==> src/rtl/fifo_level_if.sv <==
// Bus bundle for fifo_level: write/read handshake, status flags and occupancy.
// master drives push/pop/data_in/err_clr, slave (the FIFO) drives data and status back.
interface fifo_level_if #(
  parameter int unsigned Width = 32,
  parameter int unsigned Depth = 8
);
  localparam int unsigned LevelW = $clog2(Depth) + 1;

  logic [Width-1:0]  data_in;
  logic              push;
  logic              pop;
  logic              err_clr;
  logic [Width-1:0]  data_out;
  logic              full;
  logic              almost_full;
  logic              empty;
  logic              almost_empty;
  logic [LevelW-1:0] level;
  logic              overflow;
  logic              underflow;

  modport master (
    output data_in, push, pop, err_clr,
    input  data_out, full, almost_full, empty, almost_empty, level, overflow, underflow
  );

  modport slave (
    input  data_in, push, pop, err_clr,
    output data_out, full, almost_full, empty, almost_empty, level, overflow, underflow
  );
endinterface

==> src/rtl/fifo_level.sv <==
// Single-clock full-depth FIFO with occupancy count and almost-full/empty thresholds.
// Define FIFO_LEVEL_ERR_EN to build the sticky overflow/underflow flags cleared by err_clr.
module fifo_level #(
  parameter int unsigned Width        = 32,
  parameter int unsigned Depth        = 8,
  parameter int unsigned AFullThresh  = Depth - 2,
  parameter int unsigned AEmptyThresh = 2
) (
  input logic          clk,
  input logic          reset,
  fifo_level_if.slave  bus
);

  localparam int unsigned PtrW = $clog2(Depth);

  typedef logic [PtrW:0] cnt_t;

  localparam cnt_t DepthLvl  = cnt_t'(Depth);
  localparam cnt_t AFullLvl  = cnt_t'(AFullThresh);
  localparam cnt_t AEmptyLvl = cnt_t'(AEmptyThresh);

  cnt_t             wcnt_q, wcnt_d;
  cnt_t             rcnt_q, rcnt_d;
  cnt_t             level;
  logic [PtrW-1:0]  wptr, rptr;
  logic             push_acc, pop_acc;
  logic             full, empty;
  logic [Width-1:0] mem_q [Depth];

  // Extra lap bit lets level reach Depth without ambiguity against empty.
  assign level = wcnt_q - rcnt_q;
  assign wptr  = wcnt_q[PtrW-1:0];
  assign rptr  = rcnt_q[PtrW-1:0];
  assign empty = (level == '0);
  assign full  = (level == DepthLvl);

  assign pop_acc  = bus.pop && !empty;
  assign push_acc = bus.push && (!full || bus.pop);

  always_comb begin
    wcnt_d = wcnt_q;
    rcnt_d = rcnt_q;
    if (push_acc) wcnt_d = wcnt_q + cnt_t'(1);
    if (pop_acc)  rcnt_d = rcnt_q + cnt_t'(1);
  end

  always_ff @(posedge clk) begin
    if (reset) begin
      wcnt_q <= '0;
      rcnt_q <= '0;
    end else begin
      wcnt_q <= wcnt_d;
      rcnt_q <= rcnt_d;
    end
  end

  // Storage is deliberately left without reset.
  always_ff @(posedge clk) begin
    if (push_acc && !reset) begin
      mem_q[wptr] <= bus.data_in;
    end
  end

  assign bus.data_out     = mem_q[rptr];
  assign bus.level        = level;
  assign bus.empty        = empty;
  assign bus.full         = full;
  assign bus.almost_full  = (level >= AFullLvl);
  assign bus.almost_empty = (level <= AEmptyLvl);

`ifdef FIFO_LEVEL_ERR_EN
  logic ovf_q, ovf_d;
  logic unf_q, unf_d;

  // A clear wins over a rejection in the same cycle.
  always_comb begin
    ovf_d = ovf_q | (bus.push && !push_acc);
    unf_d = unf_q | (bus.pop && !pop_acc);
    if (bus.err_clr) begin
      ovf_d = 1'b0;
      unf_d = 1'b0;
    end
  end

  always_ff @(posedge clk) begin
    if (reset) begin
      ovf_q <= 1'b0;
      unf_q <= 1'b0;
    end else begin
      ovf_q <= ovf_d;
      unf_q <= unf_d;
    end
  end

  assign bus.overflow  = ovf_q;
  assign bus.underflow = unf_q;
`else
  logic unused_err_clr;
  assign unused_err_clr = bus.err_clr;
  assign bus.overflow   = 1'b0;
  assign bus.underflow  = 1'b0;
`endif

endmodule

==> src/flat_wrapper.sv <==
// flat-port wrapper written by rule: the top's interface ports become plain ports
module fifo_level_flat 
#(
  parameter int unsigned Width        = 32,
  parameter int unsigned Depth        = 8,
  parameter int unsigned AFullThresh  = Depth - 2,
  parameter int unsigned AEmptyThresh = 2
)
  (clk, reset, bus_data_in, bus_push, bus_pop, bus_err_clr, bus_data_out, bus_full, bus_almost_full, bus_empty, bus_almost_empty, bus_level, bus_overflow, bus_underflow);
  fifo_level_if #(.Width(Width), .Depth(Depth)) bus_i ();
  input logic clk;
  input logic reset;
  input wire logic [$bits(bus_i.data_in)-1:0] bus_data_in;
  input wire logic [$bits(bus_i.push)-1:0] bus_push;
  input wire logic [$bits(bus_i.pop)-1:0] bus_pop;
  input wire logic [$bits(bus_i.err_clr)-1:0] bus_err_clr;
  output wire logic [$bits(bus_i.data_out)-1:0] bus_data_out;
  output wire logic [$bits(bus_i.full)-1:0] bus_full;
  output wire logic [$bits(bus_i.almost_full)-1:0] bus_almost_full;
  output wire logic [$bits(bus_i.empty)-1:0] bus_empty;
  output wire logic [$bits(bus_i.almost_empty)-1:0] bus_almost_empty;
  output wire logic [$bits(bus_i.level)-1:0] bus_level;
  output wire logic [$bits(bus_i.overflow)-1:0] bus_overflow;
  output wire logic [$bits(bus_i.underflow)-1:0] bus_underflow;
  assign bus_i.data_in = bus_data_in;
  assign bus_i.push = bus_push;
  assign bus_i.pop = bus_pop;
  assign bus_i.err_clr = bus_err_clr;
  assign bus_data_out = bus_i.data_out;
  assign bus_full = bus_i.full;
  assign bus_almost_full = bus_i.almost_full;
  assign bus_empty = bus_i.empty;
  assign bus_almost_empty = bus_i.almost_empty;
  assign bus_level = bus_i.level;
  assign bus_overflow = bus_i.overflow;
  assign bus_underflow = bus_i.underflow;
  fifo_level #(.Width(Width), .Depth(Depth), .AFullThresh(AFullThresh), .AEmptyThresh(AEmptyThresh)) u_core (.clk(clk), .reset(reset), .bus(bus_i));
endmodule
==> config.mk <==
export PLATFORM = sky130hd
export DESIGN_NAME = fifo_level_flat
export DESIGN_NICKNAME = d
export VERILOG_FILES = /design/src/rtl/fifo_level_if.sv /design/src/rtl/fifo_level.sv /design/src/flat_wrapper.sv
export SDC_FILE = /design/constraint.sdc
export NUM_CORES = 1
export LEC_CHECK = 0
export ABC_AREA = 1
export CORE_MARGIN = 2
export CORE_UTILIZATION = 55
export DETAILED_ROUTE_END_ITERATION = 7
export PLACE_DENSITY = 0.86
export SLEW_MARGIN = 20
export SYNTH_ARGS = -nofsm -noshare
export SYNTH_HDL_FRONTEND = slang
export SYNTH_SLANG_ARGS = --single-unit
==> constraint.sdc <==
create_clock -name clk -period 4.35 [get_ports clk]
set_input_delay 0.87 -clock clk [delete_from_list [all_inputs] [get_ports clk]]
set_output_delay 0.87 -clock clk [all_outputs]
set_load 0.05 [all_outputs]
# Yosys cells after proc, flatten, opt, wreduce, memory -nomap -nowiden
# Memories as Yosys holds them, arrays and structs flattened. A register that Yosys moved wholly into a read port is not among the register bits.
# Cells that the tools add are included.
# W data, S select, Z words.
[totals]
inputBits = 37
ram_bits = 256
n_memories = 1
latchBits = 0
register_bits = 8
elab_cells = 21
mem_bits_ro = 0
out_inout_bits = 42
[classes]
add_sub_neg = 3
n_eq_ne = 1
shift = 0
bitwise = 0
n_div = 0
n_reduce_logical = 8
n_mux = 4
n_mul = 0
magnitude_cmp = 2
[memory_table]
columns = ["name", "words", "word_bits", "rd", "rd_ports_with_merged_regs", "wr", "line", "source"]
rows = [
  ["u_core.mem_q", 8, 32, 1, 1, 1, "fifo_level.sv:28", "logic [Width-1:0] mem_q [Depth];"],
]
[op_table]
columns = ["cell", "count"]
rows = [
  ["$add A4 B1 Y4 const B", 2],
  ["$mux W3", 2],
  ["$eq A4 B4 Y1 const B", 1],
  ["$ge A4 B3 Y1 const B", 1],
  ["$le A4 B2 Y1 const B", 1],
  ["$logic_not A4 Y1", 1],
  ["$sub A4 B4 Y4", 1],
  ["$logic_and A1 B1 Y1", 3],
  ["$logic_not A1 Y1", 3],
  ["$mux W1", 2],
  ["$logic_or A1 B1 Y1", 1],
]

# Longest topological paths before layout
# Gate-level depths: netlist of the first run.
[depth]
word_depth = 8
mapped_depth = 13

# Worst setup path before layout of the first run
# Ideal clock, no wire load.
[synth_path]
path_kind = "register to register"
startpoint = "register u_core.wcnt_q[0]"
endpoint = "memory u_core.mem_q[0][0], enable pin"
period_less_slack_ns = 3.641
setup_time_ns = 0.421
stages_incl_launch_ff = 9
t_required_ns = 3.929
t_arrival_ns = 3.220
slack_ns = 0.709
path_cell_list = "dfxtp_1 > inv_1 > ha_1 > inv_1 > fa_1 > nor3_4 > nand3_4 > nand4_2 > nor2_1"
[synth_between]
elab_chain_cells = 8
[synth_lines]
columns = ["item", "line", "source"]
rows = [
  ["start: declaration", "fifo_level.sv:22", "cnt_t wcnt_q, wcnt_d;"],
  ["start signal: assignment", "fifo_level.sv:52", "wcnt_q <= wcnt_d;"],
  ["$sub A4 B4 Y4", "fifo_level.sv:31", "assign level = wcnt_q - rcnt_q;"],
  ["named net bus_level[1]", "flat_wrapper.sv:22", "output wire logic [$bits(bus_i.level)-1:0] bus_level;"],
  ["$eq A4 B4 Y1", "fifo_level.sv:35", "assign full = (level == DepthLvl);"],
  ["$logic_not A1 Y1", "fifo_level.sv:38", "assign push_acc = bus.push && (!full || bus.pop);"],
  ["$logic_or A1 B1 Y1", "fifo_level.sv:38", ""],
  ["$logic_and A1 B1 Y1", "fifo_level.sv:38", ""],
  ["$logic_and A1 B1 Y1", "fifo_level.sv:59", "if (push_acc && !reset) begin"],
  ["$mux W1", "fifo_level.sv:59", ""],
  ["$mux W1 (implied by the code)", "fifo_level.sv:60", "mem_q[wptr] <= bus.data_in;"],
  ["end: declaration", "fifo_level.sv:28", ""],
]
# The timed path passes the listed nets, and every way through them passes these cells.

==> impl_metrics.json, run 1 <==
{
  "outcome": "finished, final reports clean",
  "track_usage": 0.2073,
  "timing_max_transition_violations_final": 0,
  "via_per_inst": 5.799,
  "row_count": 51,
  "area_delta_synth_final_pct": 17.28,
  "dr.pass1.iters": 8,
  "fmax_ghz": 0.2487,
  "leakage_nw": 4.297,
  "cell_internal_pwr_mw": 4.868,
  "stdcell_count": 1188,
  "relSlewSlack": 0.4072,
  "yosysUniqueCellTypes": 31,
  "tightest_slew_ns": 0.8892,
  "clock_path_buffers": 3,
  "netlist.area_leader.share": 0.7173,
  "fp.dieH_um": 143.6,
  "die_w_um": 143.6,
  "mean_routed_wirelength_per_cell_um": 18.19,
  "cp_data_required_time_ns": 3.48,
  "num_io_pins": 79,
  "clock_power_share": 0.292,
  "gp_congestion": 0.7837,
  "start_util": 0.5562,
  "finalSetupTns_ns": 0,
  "finalHoldViolCount": 0,
  "report.final.setup_viol": 0,
  "grt_pass1_vias": 6543,
  "ir_worst_vdd_mv": 0.3297,
  "synth_edf_count": 256,
  "yosys-top-cells-count": "sky130_fd_sc_hd__edfxtp_1, sky130_fd_sc_hd__nor2_1, sky130_fd_sc_hd__nand2_1, sky130_fd_sc_hd__o21ai_0, sky130_fd_sc_hd__o32ai_1",
  "wire_length_of_the_first_global_routing_pass_um": 33000,
  "dp_hpwl_um": 11470,
  "drtAntennaViolNets": 0,
  "synth-seq-cells": 267,
  "rsz_0062_raised_after_global_routing": "false",
  "syn_area_per_cell_um2": 12.87,
  "pwr-share-comb": 0.300,
  "drcViolationCount": 0,
  "cts_hold_repair.buffers": 0,
  "maximum_number_of_pins_on_one_net_before_global_route_repair": 129,
  "clkTransAtPathRegs_ns": 0.06,
  "postRouteWirelength_um": 21610,
  "cts.sinks": 267,
  "netlist_top_cells_area": "sky130_fd_sc_hd__edfxtp_1, sky130_fd_sc_hd__nor2_1, sky130_fd_sc_hd__o32ai_1",
  "synthArstFlopShare": 0,
  "synthFlopType": "sky130_fd_sc_hd__edfxtp_1",
  "placed_cells_incl_taps": 1140,
  "maxCapViolations": 0,
  "end_kind": "output pin",
  "design.final.nets": 946,
  "p_sw_frac": 0.3392,
  "tritoncts": "yes",
  "cts-root-buf": "sky130_fd_sc_hd__clkbuf_16",
  "power.density_mw_per_mm2": 586.0,
  "grt_antenna_before_repair": 0,
  "finClkSkew_ns": 0.01114,
  "post_cts_buffers": 0,
  "synth_sequential_area_ratio": 0.7378,
  "yosysTopAreaCell": "sky130_fd_sc_hd__edfxtp_1",
  "clk_latency_ns": 0.53,
  "dr_iter_0_viols": 704,
  "numPortBuffers": 75,
  "detailroute.via_count": 6889,
  "finalWorstPathRequiredPeriod_ns": 4.021,
  "timing.setup.critical_path_class": "flop to output pin",
  "hp-class": "flop to flop",
  "htree_num_levels": 1,
  "yosysWarningCount": 0,
  "design.core.area_mm2": 0.01927,
  "overflow": 0,
  "final_layout_size_suffix_gt1_frac": 0.08992,
  "timing.final.crit_share": 0.9243,
  "arrival_time_at_the_worst_endpoint_ns": 3.15,
  "synth_cells": 833,
  "yosys.cell_count.top_type": "sky130_fd_sc_hd__edfxtp_1",
  "critPathLaunchType": "flop",
  "syn-cell-area_mm2": 0.01072,
  "cts_resized": 0,
  "cp_max_fo": 90,
  "antenna_cells_inserted": 0,
  "cts_made_buffers": 26,
  "die-area_mm2": 0.02062,
  "sequentialPowerShare": 0.407,
  "netSwitchingPower_mw": 2.498
}
==> per-stage QoR <==
| step | cell area, um^2 | util | total power [mW] | hold WS, ns | setup slack, ns |
|---|---|---|---|---|---|
| finish | 12570 | 0.6523 | 7.366 | 0.4955 | 0.3292 |
| detailed placement | 11740 | 0.6090 | 5.242 | 0.4875 | 0.9307 |
| floorplan | 10720 | - | 4.609 | 0.4462 | 0.7093 |
| global placement | 11740 | 0.6090 | 5.199 | 0.4656 | 0.9920 |
| CTS | 12570 | 0.6523 | 7.390 | 0.4986 | 0.3685 |
| global route | 12570 | 0.6523 | 7.645 | 0.5154 | 0.1717 |
==> final timing paths <==
path / startpoint / endpoint / slack (ns) / depth (start not counted)
worst max-delay path: flop / bus_data_out[10] / 0.33 / 6
worst max register to register: u_core.rcnt_q[0]$_SDFFE_PP0P_ / u_core.mem_q[6][25]$_DFFE_PP_ / 1.41 / 8
worst min-delay path: u_core.rcnt_q[3]$_SDFFE_PP0P_ / u_core.rcnt_q[3]$_SDFFE_PP0P_ / 0.50 / 2
worst min register to register: u_core.rcnt_q[3]$_SDFFE_PP0P_ / u_core.rcnt_q[3]$_SDFFE_PP0P_ / 0.50 / 2
==> registers in the layout (all words and copies together) (netlist names), named ones only <==
signal,flops
u_core.mem_q,256
u_core.rcnt_q,4
u_core.wcnt_q,4
==> cell families after synthesis <==
logic type               synth area share
AO/OA/AOI/OAI                     0.08814
flip-flops                         0.7378
buffers and inverters             0.03584
other                           0.0003499
XOR/XNOR                         0.002452
adder cells (fa/ha/maj)          0.007705
AND/OR/NAND/NOR                    0.1277
==> critical path, stage by stage, from the launching register on <==
cell                              delay, ns
sky130_fd_sc_hd__dfxtp_4               0.94
sky130_fd_sc_hd__buf_4                 0.38
sky130_fd_sc_hd__o21ai_0               0.14
sky130_fd_sc_hd__o32ai_1               0.16
sky130_fd_sc_hd__nand2_1               0.11
sky130_fd_sc_hd__nand2_1               0.10
sky130_fd_sc_hd__clkdlybuf4s50_1       0.80
==> power by group through the flow <==
| stage | Combinational, mW | Sequential (mW) | Clock, mW |
|---|---|---|---|
| finish | 2.21 | 3.00 | 2.15 |
| CTS | 2.21 | 3.00 | 2.18 |
| global route | 2.37 | 3.01 | 2.27 |
| detailed placement | 2.19 | 3.05 | 0 |
| floorplan | 1.63 | 2.98 | 0 |
| global placement | 2.15 | 3.05 | 0 |
==> cell type report <==
type / count / area, um^2
fillers: 1282 / 6701
repair buffers: 92 / 915.9
inverters: 24 / 92.59
clock inverters: 17 / 142.6
well taps: 265 / 331.6
flip-flops and latches: 267 / 7916
clock buffers: 31 / 690.7
multi-input cells: 492 / 2480
==> layout by cell type, fill, tap and decap left out, types with 2 or more instances in the layout <==
master | synthesis | layout
sky130_fd_sc_hd__clkinv_1 | 1 | 5
sky130_fd_sc_hd__xor2_1 | 3 | 3
sky130_fd_sc_hd__nor2_1 | 206 | 202
sky130_fd_sc_hd__inv_1 | 18 | 18
sky130_fd_sc_hd__o32ai_1 | 64 | 64
sky130_fd_sc_hd__inv_2 | 5 | 4
sky130_fd_sc_hd__dfxtp_1 | 11 | 8
sky130_fd_sc_hd__clkbuf_16 | 0 | 27
sky130_fd_sc_hd__nor2_4 | 0 | 8
sky130_fd_sc_hd__dfxtp_4 | 0 | 2
sky130_fd_sc_hd__bufinv_16 | 0 | 2
sky130_fd_sc_hd__buf_4 | 5 | 14
sky130_fd_sc_hd__o21ai_0 | 65 | 65
sky130_fd_sc_hd__nand2_2 | 3 | 3
sky130_fd_sc_hd__clkinv_2 | 0 | 8
sky130_fd_sc_hd__a21oi_1 | 5 | 5
sky130_fd_sc_hd__buf_12 | 0 | 3
sky130_fd_sc_hd__o21ai_1 | 2 | 2
sky130_fd_sc_hd__edfxtp_1 | 256 | 256
sky130_fd_sc_hd__nand2_1 | 116 | 116
sky130_fd_sc_hd__conb_1 | 1 | 2
sky130_fd_sc_hd__nand3_1 | 7 | 7
sky130_fd_sc_hd__ha_1 | 5 | 5
sky130_fd_sc_hd__clkbuf_1 | 19 | 4
sky130_fd_sc_hd__clkdlybuf4s50_1 | 0 | 75
==> metal layers <==
metal / up-vias / routed length [um] / GRT usage
met2: 339 / 10970 / 0.3426
met4: 0 / 516 / 0.08720
li1: 3142 / - / -
met5: - / 0 / 0
met1: 3362 / 8470 / 0.2769
met3: 46 / 1652 / 0.03232
Power figures use the tool's default switching activity.
==> inputs of run 2 (changes only) <==
HOLD_SLACK_MARGIN = 0.12   (was not set)
SETUP_SLACK_MARGIN = 0.15   (was not set)
==> results of run 2 <==
Same layout as run 1: the final DEF is identical, and so are final timing and power.
==> inputs of run 3 (changes only) <==
CORE_UTILIZATION = 53   (was 55)
GPL_TIMING_DRIVEN = 0   (was not set)
PLACE_DENSITY = 0.77   (was 0.86)
==> impl_metrics.json, run 3 (same netlist as run 1, synthesis figures left out) <==
{
  "outcome": "finished, final reports clean",
  "finalSetupTns_ns": 0,
  "gp_congestion": 0.7931,
  "detailroute.via_count": 7073,
  "finalPower_mw": 7.545,
  "largest_register_ffs": 256,
  "clkTransAtPathRegs_ns": 0.06,
  "htree_num_levels": 1,
  "layout.cells.most_common": "sky130_fd_sc_hd__edfxtp_1",
  "maximum_number_of_pins_on_one_net_before_global_route_repair": 23,
  "dr.pass1.iters": 5,
  "finalHoldViolCount": 0,
  "postPlaceCellArea_mm2": 0.01206,
  "num_io_pins": 79,
  "mean_routed_wirelength_per_cell_um": 19.47,
  "dr_iter_0_viols": 757,
  "cts.sinks": 267,
  "wire_length_of_the_first_global_routing_pass_um": 37250,
  "pre_cts_slack_ns": 1.070,
  "timing.setup.critical_path_class": "flop to output pin",
  "design.final.nets": 988,
  "start_util": 0.5348,
  "drtAntennaViolNets": 0,
  "clk_latency_ns": 0.52,
  "ir_worst_vdd_mv": 0.3381,
  "finalWorstPathRequiredPeriod_ns": 3.842,
  "relSlewSlack": 0.5478,
  "leakage_nw": 4.430,
  "cts-root-buf": "sky130_fd_sc_hd__clkbuf_16",
  "cp_max_fo": 10,
  "end_kind": "output pin",
  "timing.final.crit_share": 0.8832,
  "dp_hpwl_um": 15050,
  "fill_cells": 1451,
  "maxCapViolations": 0,
  "power.density_mw_per_mm2": 585.5,
  "antenna_cells_inserted": 0,
  "post_cts_buffers": 0,
  "tightest_slew_ns": 0.6767,
  "fmax_ghz": 0.2603,
  "cts_hold_repair.buffers": 0,
  "layout.cell_area.non_filler_mm2": 0.01289,
  "final_cell_mix": "sky130_fd_sc_hd__edfxtp_1, sky130_fd_sc_hd__nor2_1, sky130_fd_sc_hd__nand2_1",
  "drcViolationCount": 0,
  "rsz_0062_raised_after_global_routing": "false",
  "regMostFlops": "u_core.mem_q",
  "die-area_mm2": 0.02138,
  "final_layout_size_suffix_gt1_frac": 0.1016,
  "area_delta_synth_final_pct": 20.24,
  "fp.dieH_um": 146.2,
  "hp-class": "flop to flop",
  "cts_resized": 0,
  "cp_data_required_time_ns": 3.48,
  "die_w_um": 146.2,
  "track_usage": 0.2239,
  "cts_made_buffers": 26,
  "critPathLaunchType": "flop",
  "timing_max_transition_violations_final": 0,
  "row_count": 52,
  "arrival_time_at_the_worst_endpoint_ns": 2.97,
  "design.core.area_mm2": 0.02004,
  "grt_pass1_vias": 7156,
  "clock_path_buffers": 3,
  "numPortBuffers": 75,
  "finClkSkew_ns": 0.009020,
  "biggestRegsByFlops": "u_core.mem_q x256, u_core.rcnt_q x4, u_core.wcnt_q x4",
  "grt_antenna_before_repair": 0,
  "via_per_inst": 5.727,
  "postRouteWirelength_um": 24040,
  "tritoncts": "yes",
  "overflow": 0,
  "report.final.setup_viol": 0,
  "final_critical_path_setup_slack_ns": 0.5082
}
run 3: cell count changes in the layout (fill, tap and decap cells not counted), sizes merged:
cell	delta
bufinv	-1
clkbuf	+24
inv	-2
clkinvlp	+1
buf	+23
clkinv	-3
run 3: area by class of cell:
class | count | area (um^2) | share of cell area
sequential | 267 | 7908 | 0.6136
multi-input combinational | 492 | 2480 | 0.1924
timing repair buffer | 83 | 948.4 | 0.07359
clock buffer | 36 | 729.5 | 0.05660
tap | 270 | 337.8 | 0.02621
buffer | 51 | 294.0 | 0.02282
clock inverter | 12 | 100.1 | 0.007767
inverter | 24 | 90.09 | 0.006990
run 3: critical path, cell delays in order, from the launching register on:
cell and delay [ns]:
sky130_fd_sc_hd__dfxtp_1 0.32, sky130_fd_sc_hd__buf_2 0.25, sky130_fd_sc_hd__clkbuf_1 0.41, sky130_fd_sc_hd__o21ai_0 0.22, sky130_fd_sc_hd__o32ai_1 0.20, sky130_fd_sc_hd__nand2_1 0.08, sky130_fd_sc_hd__nand2_1 0.13, sky130_fd_sc_hd__clkdlybuf4s50_1 0.82
run 3: path summary, 6_finish.rpt:
kind              slack [ns]  cells after the start                            end                           from
hold / removal          0.50                      2  u_core.rcnt_q[3]$_SDFFE_PP0P_  u_core.rcnt_q[3]$_SDFFE_PP0P_
hold reg to reg         0.50                      2  u_core.rcnt_q[3]$_SDFFE_PP0P_  u_core.rcnt_q[3]$_SDFFE_PP0P_
setup / recovery        0.51                      7               bus_data_out[12]                           flop
setup reg to reg        1.47                      8  u_core.mem_q[4][10]$_DFFE_PP_  u_core.rcnt_q[0]$_SDFFE_PP0P_
run 3: power breakdown:
| part | leakage, nW | internal [mW] | switching, mW |
|---|---|---|---|
| logic | 1.62 | 0.772 | 1.68 |
| registers | 2.40 | 2.90 | 0.0294 |
| clock network | 0.406 | 1.24 | 0.931 |
run 3: through the flow:
stage | std cells | util | hold WS, ns
2_1_floorplan | 834 | - | 0.4462
3_3_place_gp | 1179 | 0.5893 | 0.4697
3_5_place_dp | 1187 | 0.6017 | 0.4892
4_1_cts | 1235 | 0.6431 | 0.4990
5_1_grt | 1235 | 0.6431 | 0.5332
6_report | 1235 | 0.6431 | 0.4991
run 3: layer usage:
| metal | vias up | GRT usage | part of all wire | routed length, um |
|---|---|---|---|---|
| li1 | 3231 | - | - | - |
| met1 | 3429 | 0.2934 | 0.39 | 9338 |
| met3 | 50 | 0.03625 | 0.089 | 2136 |
| met2 | 363 | 0.3795 | 0.50 | 12060 |
| met5 | - | 0 | 0 | 0 |
| met4 | 0 | 0.08738 | 0.021 | 503 |
==> edit 1: new RTL, config.mk and constraints of run 3 <==
`Width` is set to 32 in 3 places; all go to 48.
--- a/src/rtl/fifo_level_if.sv
+++ b/src/rtl/fifo_level_if.sv
@@ -1,7 +1,7 @@
 // Bus bundle for fifo_level: write/read handshake, status flags and occupancy.
 // master drives push/pop/data_in/err_clr, slave (the FIFO) drives data and status back.
 interface fifo_level_if #(
-  parameter int unsigned Width = 32,
+  parameter int unsigned Width = 48,
   parameter int unsigned Depth = 8
 );
   localparam int unsigned LevelW = $clog2(Depth) + 1;
--- a/src/rtl/fifo_level.sv
+++ b/src/rtl/fifo_level.sv
@@ -1,7 +1,7 @@
 // Single-clock full-depth FIFO with occupancy count and almost-full/empty thresholds.
 // Define FIFO_LEVEL_ERR_EN to build the sticky overflow/underflow flags cleared by err_clr.
 module fifo_level #(
-  parameter int unsigned Width        = 32,
+  parameter int unsigned Width        = 48,
   parameter int unsigned Depth        = 8,
   parameter int unsigned AFullThresh  = Depth - 2,
   parameter int unsigned AEmptyThresh = 2
--- a/src/flat_wrapper.sv
+++ b/src/flat_wrapper.sv
@@ -1,7 +1,7 @@
 // flat-port wrapper written by rule: the top's interface ports become plain ports
 module fifo_level_flat 
 #(
-  parameter int unsigned Width        = 32,
+  parameter int unsigned Width        = 48,
   parameter int unsigned Depth        = 8,
   parameter int unsigned AFullThresh  = Depth - 2,
   parameter int unsigned AEmptyThresh = 2
Interface: changed (resized bus_data_in and bus_data_out); port bits go from 79 to 111. No check against the original RTL was run, so the function may have changed too.
==> edit 1 against run 3 <==
  * Power rose by 47%
  * Synthesized area rose by 45%
  * Sequential share of layout area rose by 0.89 points
  * Critical path depth fell by 1
  * Final area rose by 46%
  * Setup slack got worse by 0.20 ns
  * Cell count rose by 43%
  * Sequential cell count rose by 128
  * Routed wire length rose by 57%
  * Sequential power rose by 48%
  * Utilization rose by 1.1 points
  * Die area rose by 44%
  * Register-to-register slack got worse by 0.37 ns
  * Highest routed layer unchanged
==> edit 1: results <==
metrics = {
    "status": {
        "status": "complete, no violations",
    },
    "logic_synthesis": {
        "yosys-top-cells-area": "edfxtp_1 74%, nor2_1 7.4%, o32ai_1 5.4%",
        "synth_seq_area_share_pct": 75.4,
        "synthAdderAreaFrac_pct": 0.530,
        "synth-xor-area-share_pct": 0.225,
        "synth_cell_types": 27,
        "synth_cells": 1191,
        "synthTopCellsByCount": "384 x edfxtp_1, 306 x nor2_1, 166 x nand2_1",
    },
    "pwr": {
        "ir_drop_v": 0.000358,
        "p_int_w": 0.00731,
        "p_leak_nw": 6.43,
        "p_switching_w": 0.00380,
    },
    "routing": {
        "dr_wl_met3_um": 3100,
        "drtIter0Drc": 1200,
        "wl_met2_um": 19000,
        "avgRoutedWirePerCell_um": 21.4,
        "wl_met1_um": 14700,
    },
    "global_route": {
        "grtUsageMet1_pct": 32.8,
        "grt.met2_usage_pct": 41.3,
        "use_met3_pct": 3.53,
        "grt.total_usage_pct": 24.6,
        "grt_pass1_wl_um": 57700,
        "grt_antenna_before_repair": 1,
    },
    "final_layout": {
        "drive_gt1_share_pct": 9.16,
        "fin_nets": 1415,
        "top_regs": "u_core.mem_q (384), u_core.rcnt_q (4), u_core.wcnt_q (4)",
        "final_cells": 1771,
        "fillers": 2002,
    },
    "placed_design": {
        "routabilityCongestion": 0.792,
        "dpl.cell_count": 1699,
        "postPlaceCellArea_um2": 17600,
        "dp_hpwl_um": 23800,
    },
    "timing": {
        "worst_clock_skew_ns": 0.0134,
        "hold_ws_ns": 0.525,
        "fmaxAchievable_ghz": 0.247,
    },
    "worst_setup_path": {
        "crit_end": "bus_data_out[43]",
        "r2r_cells": 12,
        "reg2reg_slack_ns": 1.10,
        "worstPathArrival_ns": 3.17,
    },
    "clock_network": {
        "htree_levels": 2,
        "cts_made_buffers": 39,
    },
}
[edit 1: cell count changes after synthesis, moves of 9 or more]
cell / change
nand2_1: +50
edfxtp_1: +128
o21ai_0: +26
o32ai_1: +32
nor2_1: +100
clkbuf_1: +18
buf_2: +9
[edit 1: cell type report]
| class | count | area share, % |
|---|---|---|
| Inverter | 23 | 0.457 |
| Antenna cell | 1 | 0.0133 |
| Tap cell | 384 | 2.54 |
| Clock inverter | 17 | 0.835 |
| Clock buffer | 54 | 5.80 |
| Timing Repair Buffer | 123 | 7.89 |
| Sequential cell | 395 | 62.2 |
| Buffer | 75 | 2.13 |
| Multi-Input combinational cell | 699 | 18.1 |
[edit 1: worst max-delay path, cell delays in order (launching register included)]
cell	delay, ns
dfxtp_1	0.39
inv_2	0.10
clkbuf_1	0.54
buf_1	0.56
nand2_1	0.11
nand2_1	0.13
clkdlybuf4s50_1	0.82
==> edit 2: new RTL, config.mk and constraints of run 3 <==
Without the edit above. Build with the macro `FIFO_LEVEL_ERR_EN` defined.
--- a/src/rtl/fifo_level.sv
+++ b/src/rtl/fifo_level.sv
@@ -1,5 +1,7 @@
 // Single-clock full-depth FIFO with occupancy count and almost-full/empty thresholds.
 // Define FIFO_LEVEL_ERR_EN to build the sticky overflow/underflow flags cleared by err_clr.
+`define FIFO_LEVEL_ERR_EN
+
 module fifo_level #(
   parameter int unsigned Width        = 32,
   parameter int unsigned Depth        = 8,
Check against the original RTL: not equivalent (Yosys sat finds a counterexample within 4 cycles, from zero or initial values and one cycle with reset high).
==> edit 2 against run 3 <==
  * Power decreased by 4.3%
  * Synthesized area grew 0.64%
  * Count of clock-buffer cells in the layout fell by 6
  * Setup slack worse by 0.16 ns
  * Fmax shrank 4.1%
  * Routed wire length increased by 2.6%
  * Cell count up 0.32%
  * Sequential cell count is 2 higher
  * Worst hold slack worse by 0.050 ns
  * Critical path depth is 1 higher
  * Global-route usage increased by 0.51 points
  * Final area is 0.63% higher
==> edit 2: results <==
metrics = {
    "status": {
        "status": "complete, no violations",
    },
    "logic_synthesis": {
        "synth_edf_count": 256,
        "yosys-top-cells-area": "edfxtp_1 71%, nor2_1 7.4%, o32ai_1 5.2%",
        "synthTopCellsByCount": "256 x edfxtp_1, 212 x nor2_1, 115 x nand2_1",
        "yosys_warnings": 0,
        "synth_cell_types": 31,
        "syn-num-nets": 881,
        "synth_seq_area_share_pct": 73.7,
    },
    "final_layout": {
        "nonClkBufAreaFrac_pct": 9.73,
        "clk_share_pct": 6.29,
        "fin_nets": 994,
        "multi_input_gates": 500,
        "ff_latch_area_um2": 7950,
        "nClkBuffers": 30,
        "fillers": 1426,
        "n_all_inverters": 18,
        "n_antenna_cell": 0,
        "drive_gt1_share_pct": 9.80,
        "multi_input_area_um2": 2540,
        "design.seq.count": 269,
        "num-nonclk-buffers": 136,
    },
    "routing": {
        "vias_per_cell": 5.77,
        "drt_pass1_iterations": 7,
        "drt_wl_total_um": 24700,
        "dr_wl_met3_um": 2130,
        "wl_met1_um": 10200,
        "wl_met2_um": 11700,
        "highest_layer": "met4",
        "drtIter0Drc": 755,
    },
    "timing": {
        "tightest_slew_ns": 0.696,
        "worst_clock_skew_ns": 0.0173,
    },
    "run": {
        "cap_violations": 0,
    },
    "clock_network": {
        "post-cts-setup-buffers": 0,
        "clkSlewWorstSetupHoldPaths_ns": 0.06,
        "cts_made_buffers": 26,
        "cts_tree": "yes",
        "clockRootBuffer": "clkbuf_16",
    },
    "global_route": {
        "grt_pass1_vias": 7206,
        "grt_antenna_before_repair": 0,
        "grt_max_degree": 23,
        "use_met3_pct": 3.69,
        "grt.total_usage_pct": 22.9,
        "grtUsageMet1_pct": 31.6,
        "grt_pass1_wl_um": 38100,
        "grt.met2_usage_pct": 36.9,
    },
    "pwr": {
        "seq_power_share_pct": 40.7,
        "p_comb_w": 0.00213,
        "p_switching_w": 0.00239,
        "ir_drop_v": 0.000349,
        "p_leak_nw": 4.41,
    },
    "placed_design": {
        "pre_cts_ws_ns": 0.883,
        "routabilityCongestion": 0.799,
        "portBuffers": 77,
        "dp_hpwl_um": 15300,
    },
    "worst_setup_path": {
        "worstPathArrival_ns": 3.13,
        "critPathMaxFanout": 7,
    },
    "worst_hold_path": {
        "hold_path.class": "reg2reg",
    },
}
-- edit 2: changes by cell type in the layout (fill, tap and decap cells not counted), sizes merged, moves of 2 or more --
cell                  run 3  this run
inv                      23        17
buf                      40        36
nand3                     9        13
o21ai                    68        64
clkinv                   10        13
xnor2                     0         3
a21oi                     5         7
clkbuf                   55        53
clkdlybuf4s50            75        77
conb                      2         0
dfxtp                    11        13
nor2                    211       213
-- edit 2: cell families (layout without fill, tap and decap cells) --
kind of cell	count (synthesis)	after routing	synth area share, %
xor+xnor	6	6	0.487
buf+inv	69	200	3.34
fa+ha+maj	6	6	0.766
simple gates	351	351	13.1
compound gates	137	137	8.65
flops	269	269	73.7
-- edit 2: worst paths after layout --
path | from | depth (start not counted) | slack, ns | end
max | u_core.wcnt_q[0] | 8 | 0.35 | bus_empty
min | u_core.bus.underflow | 2 | 0.45 | u_core.bus.underflow
max reg2reg | u_core.wcnt_q[0] | 14 | 1.26 | u_core.mem_q[0][12]
min reg2reg | u_core.bus.underflow | 2 | 0.45 | u_core.bus.underflow
-- edit 2: worst max-delay path, stage by stage, from the launching register on --
cell and delay, ns:
dfxtp_1 0.41, inv_1 0.11, ha_1 0.21, inv_1 0.08, fa_1 0.50, nor3_4 0.32
nand2_4 0.12, inv_2 0.07, clkdlybuf4s50_1 0.79
-- edit 2: metrics by stage --
stage               hold slack, ns  instance area (µm²)  util [%]  total power (W)  instances
floorplan                    0.475                10800         -          0.00439        838
finish                       0.450                13000      64.5          0.00722       1239
global placement             0.434                11900      59.2          0.00505       1185
CTS                          0.456                13000      64.5          0.00723       1239
detailed placement           0.440                12200      60.4          0.00510       1193
global route                 0.474                13000      64.5          0.00746       1239
